File: src/rtl/pnp_rom_walker_if.sv
// Bundles the walker's control, ROM read-master and payload-stream signals.
// The master modport is the walker's view; slave is the ROM/consumer/controller side.
interface pnp_rom_walker_if #(
   parameter int ADDR_W = 10
);
   logic              start;
   logic [15:0]       target_id;
   logic              busy;
   logic              done;
   logic              found;
   logic [1:0]        err;
   logic [ADDR_W-1:0] rec_addr;
   logic [7:0]        rec_len;
   logic [ADDR_W-1:0] rom_address;
   logic              rom_chipselect;
   logic              rom_clken;
   logic [31:0]       rom_readdata;
   logic              pl_valid;
   logic [31:0]       pl_data;
   logic              pl_last;
   logic              pl_ready;

   modport master (
      input  start, target_id, rom_readdata, pl_ready,
      output busy, done, found, err, rec_addr, rec_len,
             rom_address, rom_chipselect, rom_clken,
             pl_valid, pl_data, pl_last
   );

   modport slave (
      output start, target_id, rom_readdata, pl_ready,
      input  busy, done, found, err, rec_addr, rec_len,
             rom_address, rom_chipselect, rom_clken,
             pl_valid, pl_data, pl_last
   );
endinterface

File: src/rtl/pnp_rom_walker.sv
// Walks the PnP descriptor ROM: checks the magic word, follows the record chain to a
// requested ID, then streams that record's payload one word per valid/ready handshake.
module pnp_rom_walker #(
   parameter int          ADDR_W  = 10,
   parameter logic [15:0] MAGIC   = 16'h504E,
   parameter logic [15:0] END_ID  = 16'hFFFF,
   parameter int          MAX_REC = 64
) (
   input logic               clk,
   input logic               reset,
   pnp_rom_walker_if.master  bus
);
   localparam int HOP_W = $clog2(MAX_REC + 1);

   localparam logic [3:0] S_IDLE      = 4'd0;
   localparam logic [3:0] S_RD_MAGIC  = 4'd1;
   localparam logic [3:0] S_CAP_MAGIC = 4'd2;
   localparam logic [3:0] S_RD_HDR    = 4'd3;
   localparam logic [3:0] S_CAP_HDR   = 4'd4;
   localparam logic [3:0] S_RD_PL     = 4'd5;
   localparam logic [3:0] S_CAP_PL    = 4'd6;
   localparam logic [3:0] S_HOLD      = 4'd7;
   localparam logic [3:0] S_FIN       = 4'd8;

   logic [3:0]        state_q, state_d;
   logic [15:0]       target_q, target_d;
   logic [ADDR_W-1:0] hdr_q, hdr_d;
   logic [HOP_W-1:0]  hops_q, hops_d;
   logic [7:0]        idx_q, idx_d;
   logic [ADDR_W-1:0] rec_addr_q, rec_addr_d;
   logic [7:0]        rec_len_q, rec_len_d;
   logic              found_q, found_d;
   logic [1:0]        err_q, err_d;
   logic              pl_valid_q, pl_valid_d;
   logic [31:0]       pl_data_q, pl_data_d;
   logic              pl_last_q, pl_last_d;

   logic [15:0]       rd_id;
   logic [7:0]        rd_len;
   logic [ADDR_W:0]   next_hdr;
   logic [ADDR_W:0]   pl_addr;
   logic [HOP_W-1:0]  hops_inc;

   assign rd_id    = bus.rom_readdata[31:16];
   assign rd_len   = bus.rom_readdata[15:8];
   // One extra bit on both address sums so running off the end of the ROM is visible.
   assign next_hdr = {1'b0, hdr_q} + (ADDR_W+1)'(1) + {{(ADDR_W-7){1'b0}}, rd_len};
   assign pl_addr  = {1'b0, rec_addr_q} + (ADDR_W+1)'(1) + {{(ADDR_W-7){1'b0}}, idx_q};
   assign hops_inc = hops_q + HOP_W'(1);

   always_comb begin
      state_d    = state_q;
      target_d   = target_q;
      hdr_d      = hdr_q;
      hops_d     = hops_q;
      idx_d      = idx_q;
      rec_addr_d = rec_addr_q;
      rec_len_d  = rec_len_q;
      found_d    = found_q;
      err_d      = err_q;
      pl_valid_d = pl_valid_q;
      pl_data_d  = pl_data_q;
      pl_last_d  = pl_last_q;
      case (state_q)
         S_IDLE: begin
            if (bus.start) begin
               target_d   = bus.target_id;
               found_d    = 1'b0;
               err_d      = 2'd0;
               rec_addr_d = '0;
               rec_len_d  = '0;
               state_d    = S_RD_MAGIC;
            end
         end
         S_RD_MAGIC: state_d = S_CAP_MAGIC;
         S_CAP_MAGIC: begin
            if (rd_id != MAGIC) begin
               err_d   = 2'd1;
               state_d = S_FIN;
            end else begin
               hdr_d   = ADDR_W'(1);
               hops_d  = '0;
               state_d = S_RD_HDR;
            end
         end
         S_RD_HDR: state_d = S_CAP_HDR;
         S_CAP_HDR: begin
            // END_ID is tested first so a target of END_ID can never match.
            if (rd_id == END_ID) begin
               state_d = S_FIN;
            end else if (rd_id == target_q) begin
               rec_addr_d = hdr_q;
               rec_len_d  = rd_len;
               found_d    = 1'b1;
               idx_d      = '0;
               state_d    = (rd_len == 8'd0) ? S_FIN : S_RD_PL;
            end else begin
               hops_d = hops_inc;
               if (hops_inc == HOP_W'(MAX_REC)) begin
                  err_d   = 2'd3;
                  state_d = S_FIN;
               end else if (next_hdr[ADDR_W]) begin
                  err_d   = 2'd2;
                  state_d = S_FIN;
               end else begin
                  hdr_d   = next_hdr[ADDR_W-1:0];
                  state_d = S_RD_HDR;
               end
            end
         end
         S_RD_PL: begin
            if (pl_addr[ADDR_W]) begin
               err_d   = 2'd2;
               state_d = S_FIN;
            end else begin
               state_d = S_CAP_PL;
            end
         end
         S_CAP_PL: begin
            pl_data_d  = bus.rom_readdata;
            pl_valid_d = 1'b1;
            pl_last_d  = (idx_q == rec_len_q - 8'd1);
            state_d    = S_HOLD;
         end
         S_HOLD: begin
            if (bus.pl_ready) begin
               pl_valid_d = 1'b0;
               pl_last_d  = 1'b0;
               if (pl_last_q) begin
                  state_d = S_FIN;
               end else begin
                  idx_d   = idx_q + 8'd1;
                  state_d = S_RD_PL;
               end
            end
         end
         S_FIN:   state_d = S_IDLE;
         default: state_d = S_IDLE;
      endcase
   end

   always_ff @(posedge clk or posedge reset) begin
      if (reset) begin
         state_q    <= S_IDLE;
         target_q   <= '0;
         hdr_q      <= '0;
         hops_q     <= '0;
         idx_q      <= '0;
         rec_addr_q <= '0;
         rec_len_q  <= '0;
         found_q    <= 1'b0;
         err_q      <= 2'd0;
         pl_valid_q <= 1'b0;
         pl_data_q  <= '0;
         pl_last_q  <= 1'b0;
      end else begin
         state_q    <= state_d;
         target_q   <= target_d;
         hdr_q      <= hdr_d;
         hops_q     <= hops_d;
         idx_q      <= idx_d;
         rec_addr_q <= rec_addr_d;
         rec_len_q  <= rec_len_d;
         found_q    <= found_d;
         err_q      <= err_d;
         pl_valid_q <= pl_valid_d;
         pl_data_q  <= pl_data_d;
         pl_last_q  <= pl_last_d;
      end
   end

   always_comb begin
      bus.rom_address = '0;
      case (state_q)
         S_RD_HDR: bus.rom_address = hdr_q;
         S_RD_PL:  bus.rom_address = pl_addr[ADDR_W-1:0];
         default:  bus.rom_address = '0;
      endcase
   end

   assign bus.rom_chipselect = (state_q == S_RD_MAGIC) || (state_q == S_RD_HDR) ||
                               ((state_q == S_RD_PL) && !pl_addr[ADDR_W]);
   assign bus.rom_clken = 1'b1;
   assign bus.busy      = (state_q != S_IDLE) && (state_q != S_FIN);
   assign bus.done      = (state_q == S_FIN);
   assign bus.found     = found_q;
   assign bus.err       = err_q;
   assign bus.rec_addr  = rec_addr_q;
   assign bus.rec_len   = rec_len_q;
   assign bus.pl_valid  = pl_valid_q;
   assign bus.pl_data   = pl_data_q;
   assign bus.pl_last   = pl_last_q;
endmodule
File: src/flat_wrapper.sv
// flat-port wrapper written by rule: the top's interface ports become plain ports
module pnp_rom_walker_flat 
#(
   parameter int          ADDR_W  = 10,
   parameter logic [15:0] MAGIC   = 16'h504E,
   parameter logic [15:0] END_ID  = 16'hFFFF,
   parameter int          MAX_REC = 64
)
  (clk, reset, bus_start, bus_target_id, bus_rom_readdata, bus_pl_ready, bus_busy, bus_done, bus_found, bus_err, bus_rec_addr, bus_rec_len, bus_rom_address, bus_rom_chipselect, bus_rom_clken, bus_pl_valid, bus_pl_data, bus_pl_last);
  pnp_rom_walker_if #(.ADDR_W(ADDR_W)) bus_i ();
  input logic clk;
  input logic reset;
  input wire logic [$bits(bus_i.start)-1:0] bus_start;
  input wire logic [$bits(bus_i.target_id)-1:0] bus_target_id;
  input wire logic [$bits(bus_i.rom_readdata)-1:0] bus_rom_readdata;
  input wire logic [$bits(bus_i.pl_ready)-1:0] bus_pl_ready;
  output wire logic [$bits(bus_i.busy)-1:0] bus_busy;
  output wire logic [$bits(bus_i.done)-1:0] bus_done;
  output wire logic [$bits(bus_i.found)-1:0] bus_found;
  output wire logic [$bits(bus_i.err)-1:0] bus_err;
  output wire logic [$bits(bus_i.rec_addr)-1:0] bus_rec_addr;
  output wire logic [$bits(bus_i.rec_len)-1:0] bus_rec_len;
  output wire logic [$bits(bus_i.rom_address)-1:0] bus_rom_address;
  output wire logic [$bits(bus_i.rom_chipselect)-1:0] bus_rom_chipselect;
  output wire logic [$bits(bus_i.rom_clken)-1:0] bus_rom_clken;
  output wire logic [$bits(bus_i.pl_valid)-1:0] bus_pl_valid;
  output wire logic [$bits(bus_i.pl_data)-1:0] bus_pl_data;
  output wire logic [$bits(bus_i.pl_last)-1:0] bus_pl_last;
  assign bus_i.start = bus_start;
  assign bus_i.target_id = bus_target_id;
  assign bus_i.rom_readdata = bus_rom_readdata;
  assign bus_i.pl_ready = bus_pl_ready;
  assign bus_busy = bus_i.busy;
  assign bus_done = bus_i.done;
  assign bus_found = bus_i.found;
  assign bus_err = bus_i.err;
  assign bus_rec_addr = bus_i.rec_addr;
  assign bus_rec_len = bus_i.rec_len;
  assign bus_rom_address = bus_i.rom_address;
  assign bus_rom_chipselect = bus_i.rom_chipselect;
  assign bus_rom_clken = bus_i.rom_clken;
  assign bus_pl_valid = bus_i.pl_valid;
  assign bus_pl_data = bus_i.pl_data;
  assign bus_pl_last = bus_i.pl_last;
  pnp_rom_walker #(.ADDR_W(ADDR_W), .MAGIC(MAGIC), .END_ID(END_ID), .MAX_REC(MAX_REC)) u_core (.clk(clk), .reset(reset), .bus(bus_i));
endmodule
File: config.mk
export PLATFORM = sky130hd
export DESIGN_NAME = pnp_rom_walker_flat
export DESIGN_NICKNAME = d
export VERILOG_FILES = /design/src/rtl/pnp_rom_walker_if.sv /design/src/rtl/pnp_rom_walker.sv /design/src/flat_wrapper.sv
export SDC_FILE = /design/constraint.sdc
export NUM_CORES = 1
export LEC_CHECK = 0
export ABC_AREA = 0
export CORE_ASPECT_RATIO = 1.75
export CORE_MARGIN = 2
export CORE_UTILIZATION = 55
export DETAILED_ROUTE_END_ITERATION = 10
export HOLD_SLACK_MARGIN = 0.1
export PLACE_DENSITY = 0.86
export SLEW_MARGIN = 30
export SYNTH_ARGS = -nofsm -noshare
export SYNTH_HDL_FRONTEND = slang
export SYNTH_SLANG_ARGS = --single-unit
File: constraint.sdc
create_clock -name clk -period 5 [get_ports clk]
set_clock_uncertainty 0.05 [all_clocks]
set_input_delay 0.75 -clock clk [delete_from_list [all_inputs] [get_ports clk]]
set_output_delay 0.75 -clock clk [all_outputs]
set_load 0.01 [all_outputs]
==> results.md <==
- Flop2flop setup slack: 1.98 ns
- Die area: 11200 sq um
- Min-Delay Startpoint: u_core.bus.found$_DFFE_PP0P_
- Post-DP HPWL: 12.0 mm
- Worst EP arrival: ~3.5 ns
- Final Cycle Share: 0.856
- Worst-path clk slew: about 0.07 ns
- Crit path kind: reg -> out
- Row Count: 49
- Avg Inst Size Synth: 10.3 sq um
- Final hold vios: 0
- Share of cells above drive strength 1: 0.153
- N_diodes: 0
- Slew headroom: 0.443
- Vias in the first global route: 5282
- Drt pass-1 iters: 5
- Initial antenna violation count: 0
- Post-Synthesis Cells: 549
- Sequential share of the synthesized area: 0.442
- Final setup viols: 0
- Post-synth ARST share: 1.00
- DRC: 0
- Overall routing resource usage: 0.315
- Setup ws final: 0.718 ns
- CP startpoint: u_core.idx_q[0]$_DFFE_PP0P_
- Num CTS Buffers: 9
- Final nets: 740
- Total Wirelength: 16.3 mm
- R2R Path Start: u_core.idx_q[0]$_DFFE_PP0P_
- Setup repair bufs after CTS: 0
- First-pass GRT wire length: 27.0 mm
- Clk_lat worst skew: 0.35 ns
- Grt total ovfl: 0
- Die W: 80.7 um
- Clk buf depth: 2
- Die height: 138 um
- Top FF cell, synth: dfrtp_1
- Final GP Congestion: 0.935
- DRT iter0 DRCs: between 400 and 500
- Hold-fix buffers, CTS: 0
- H-tree depth: 3
- Pins Over Slew Limit: 0
- CTS tree: built
- Vias post-DR: 4850
- Largest net degree at the start of global routing: 74
- Initial Util: 0.557
- Post-place setup slack: 1.13 ns
- Pwr dens: 480 nW/um^2
- EDFF count, synth: 0
- Drt wl/cell: between 20 and 25 um
- Fin Setup TNS: 0 ns
- Critical path capture point type: output port
- Pleak: a little over 0.003 uW
- CP max FO: 5
- Post-synthesis cell type count: slightly below 70
- CP Data Required Time: 4.20 ns
- Core area: 10200 sq um
- Tmin final: 4.28 ns
- Vias/cell: 6.07
- Synthesis-stage register bit count: 100
- Total of max-cap violations: 0
- Least-Margin Pin Slew: 0.824 ns
- Layout area overhead: 29.4%
- PostCTS Resize Cnt: 0
- Clk sinks: 100
- F_max: 0.234 GHz
- Max IR drop VDD: 0.326 mV
- Syn nets: between 600 and 700
- RSZ-0062 raised after global routing: no
- Hold crit path type: reg -> reg
- Total chip power: between 3000 and 4000 uW
- Synth warnings: 0
- IO Port Bufs: about 120
- DRT antenna net count: 0
- Status: finished clean
- Top Ports: 121
- Synthesized cell area: 5670 sq um
- Clock root buffer: clkbuf_16
- CP startpoint kind: flip-flop
==> final timing paths <==
check                                                  end  cells after the start
setup / recovery                        bus_rom_chipselect                     11
hold / removal                u_core.bus.found$_DFFE_PP0P_                      1
setup reg to reg             u_core.bus.err[0]$_DFFE_PP0P_                     10
hold reg to reg               u_core.bus.found$_DFFE_PP0P_                      1
max in group asynchronous   u_core.target_q[0]$_DFFE_PP0P_                      3
min in group asynchronous  u_core.bus.pl_valid$_DFFE_PP0P_                      2
==> per-stage QoR <==
| step | hold WS, ns | util | cells | area [sq um] |
|---|---|---|---|---|
| after floorplan | 0.421 | - | 549 | 5670 |
| after global placement | 0.412 | 0.688 | 783 | 7000 |
| after detailed placement | 0.423 | 0.688 | 783 | 7000 |
| after CTS | 0.439 | 0.720 | 799 | 7320 |
| after global routing | 0.457 | 0.720 | 799 | 7330 |
| final | 0.432 | 0.720 | 799 | 7330 |
==> cell usage after synthesis, types with 2 or more instances <==
cell,instances,area share
xnor2_1,29,0.045
a2111o_1,2,0.0040
a21o_1,3,0.0040
a211oi_1,7,0.0093
a32o_1,2,0.0035
nor2_1,28,0.019
or3_1,3,0.0033
nor4b_1,2,0.0031
nor2b_1,4,0.0044
and3_2,2,0.0026
nor3_1,9,0.0079
ha_1,19,0.042
o211ai_1,5,0.0066
mux2_2,58,0.12
nand4b_1,4,0.0062
o2111ai_1,2,0.0031
nor4_1,5,0.0055
dfrtp_1,100,0.44
o21ai_0,51,0.045
mux2i_1,9,0.016
a22o_2,4,0.0071
nand4_1,10,0.011
nand3_1,9,0.0079
inv_1,16,0.011
a21oi_1,9,0.0079
xor2_1,12,0.019
o31ai_1,3,0.0040
nand2_1,72,0.048
clkbuf_1,16,0.011
a22o_1,2,0.0031
nand2b_1,4,0.0044
and2_4,2,0.0031
nand3b_1,4,0.0053
o21a_1,5,0.0066
fa_1,2,0.0071
nor3b_1,3,0.0040
==> final cells by class <==
class | count | area, sq um
sequential | 100 | 2500
fill | 769 | 2850
multi-input combinational | 414 | 3040
timing repair buffer | 126 | 1240
tap | 127 | 159
inverter | 16 | 65.1
clock inverter | 7 | 98.8
clock buffer | 9 | 225
==> state kept, by name, indices dropped and copies added (netlist names) <==
| signal | flops |
|---|---|
| u_core.bus.pl_data | 32 |
| u_core.bus.pl_last | 1 |
| u_core.bus.found | 1 |
| u_core.hdr_q | 10 |
| u_core.bus.rec_addr | 10 |
| u_core.bus.rec_len | 8 |
| u_core.target_q | 16 |
| u_core.idx_q | 8 |
| u_core.hops_q | 7 |
| u_core.bus.err | 2 |
| u_core.state_q | 4 |
| u_core.bus.pl_valid | 1 |
==> kinds of logic (layout without fill, tap and decap cells) <==
kind of cell | after synthesis | count (layout) | synth area share
other | 1 | 1 | 0.000662
AND/OR/NAND/NOR | 178 | 178 | 0.167
adder cells (fa/ha/maj) | 21 | 21 | 0.0490
multiplexers | 67 | 67 | 0.131
AO/OA/AOI/OAI | 106 | 106 | 0.122
buffers and inverters | 35 | 158 | 0.0254
flip-flops | 100 | 100 | 0.442
XOR/XNOR | 41 | 41 | 0.0634
==> worst max-delay path, cell delays in order (launching register included) <==
cell	delay, ns
dfrtp_1	0.43
inv_1	0.09
ha_1	0.17
inv_1	0.06
fa_1	0.42
a211oi_1	0.34
o21ai_0	0.15
a31oi_1	0.51
nor2_1	0.11
o21ai_0	0.17
and3b_1	0.17
clkdlybuf4s50_1	0.53
==> power breakdown <==
group	internal, uW	total (uW)	switching [uW]
clock network	442	764	322
logic	788	1410	626
registers	1080	1340	262
total	2310	3520	1210
==> layout by cell type (no fill, tap or decap), drive strengths merged, types with 6 or more instances in the layout <==
cell type and instances:
inv 18, clkbuf 9, mux2i 9, xor2 12, nand2 72, ha 19, mux2 58, buf 7
nand3 10, xnor2 29, dfrtp 100, nor3 10, a21oi 9, nor4 7, a211oi 7, nand4 10
o21ai 51, nor2 28, a22o 6, clkdlybuf4s50 119
==> layer usage <==
layer  global-route usage  share of wire  up-vias
met4                0.205          0.067        0
li1                     -              -     2209
met2                0.562           0.55      205
met3               0.0522          0.043       72
met1                0.329           0.34     2364
met5                    0              0        -
Power figures use the tool's default switching activity.
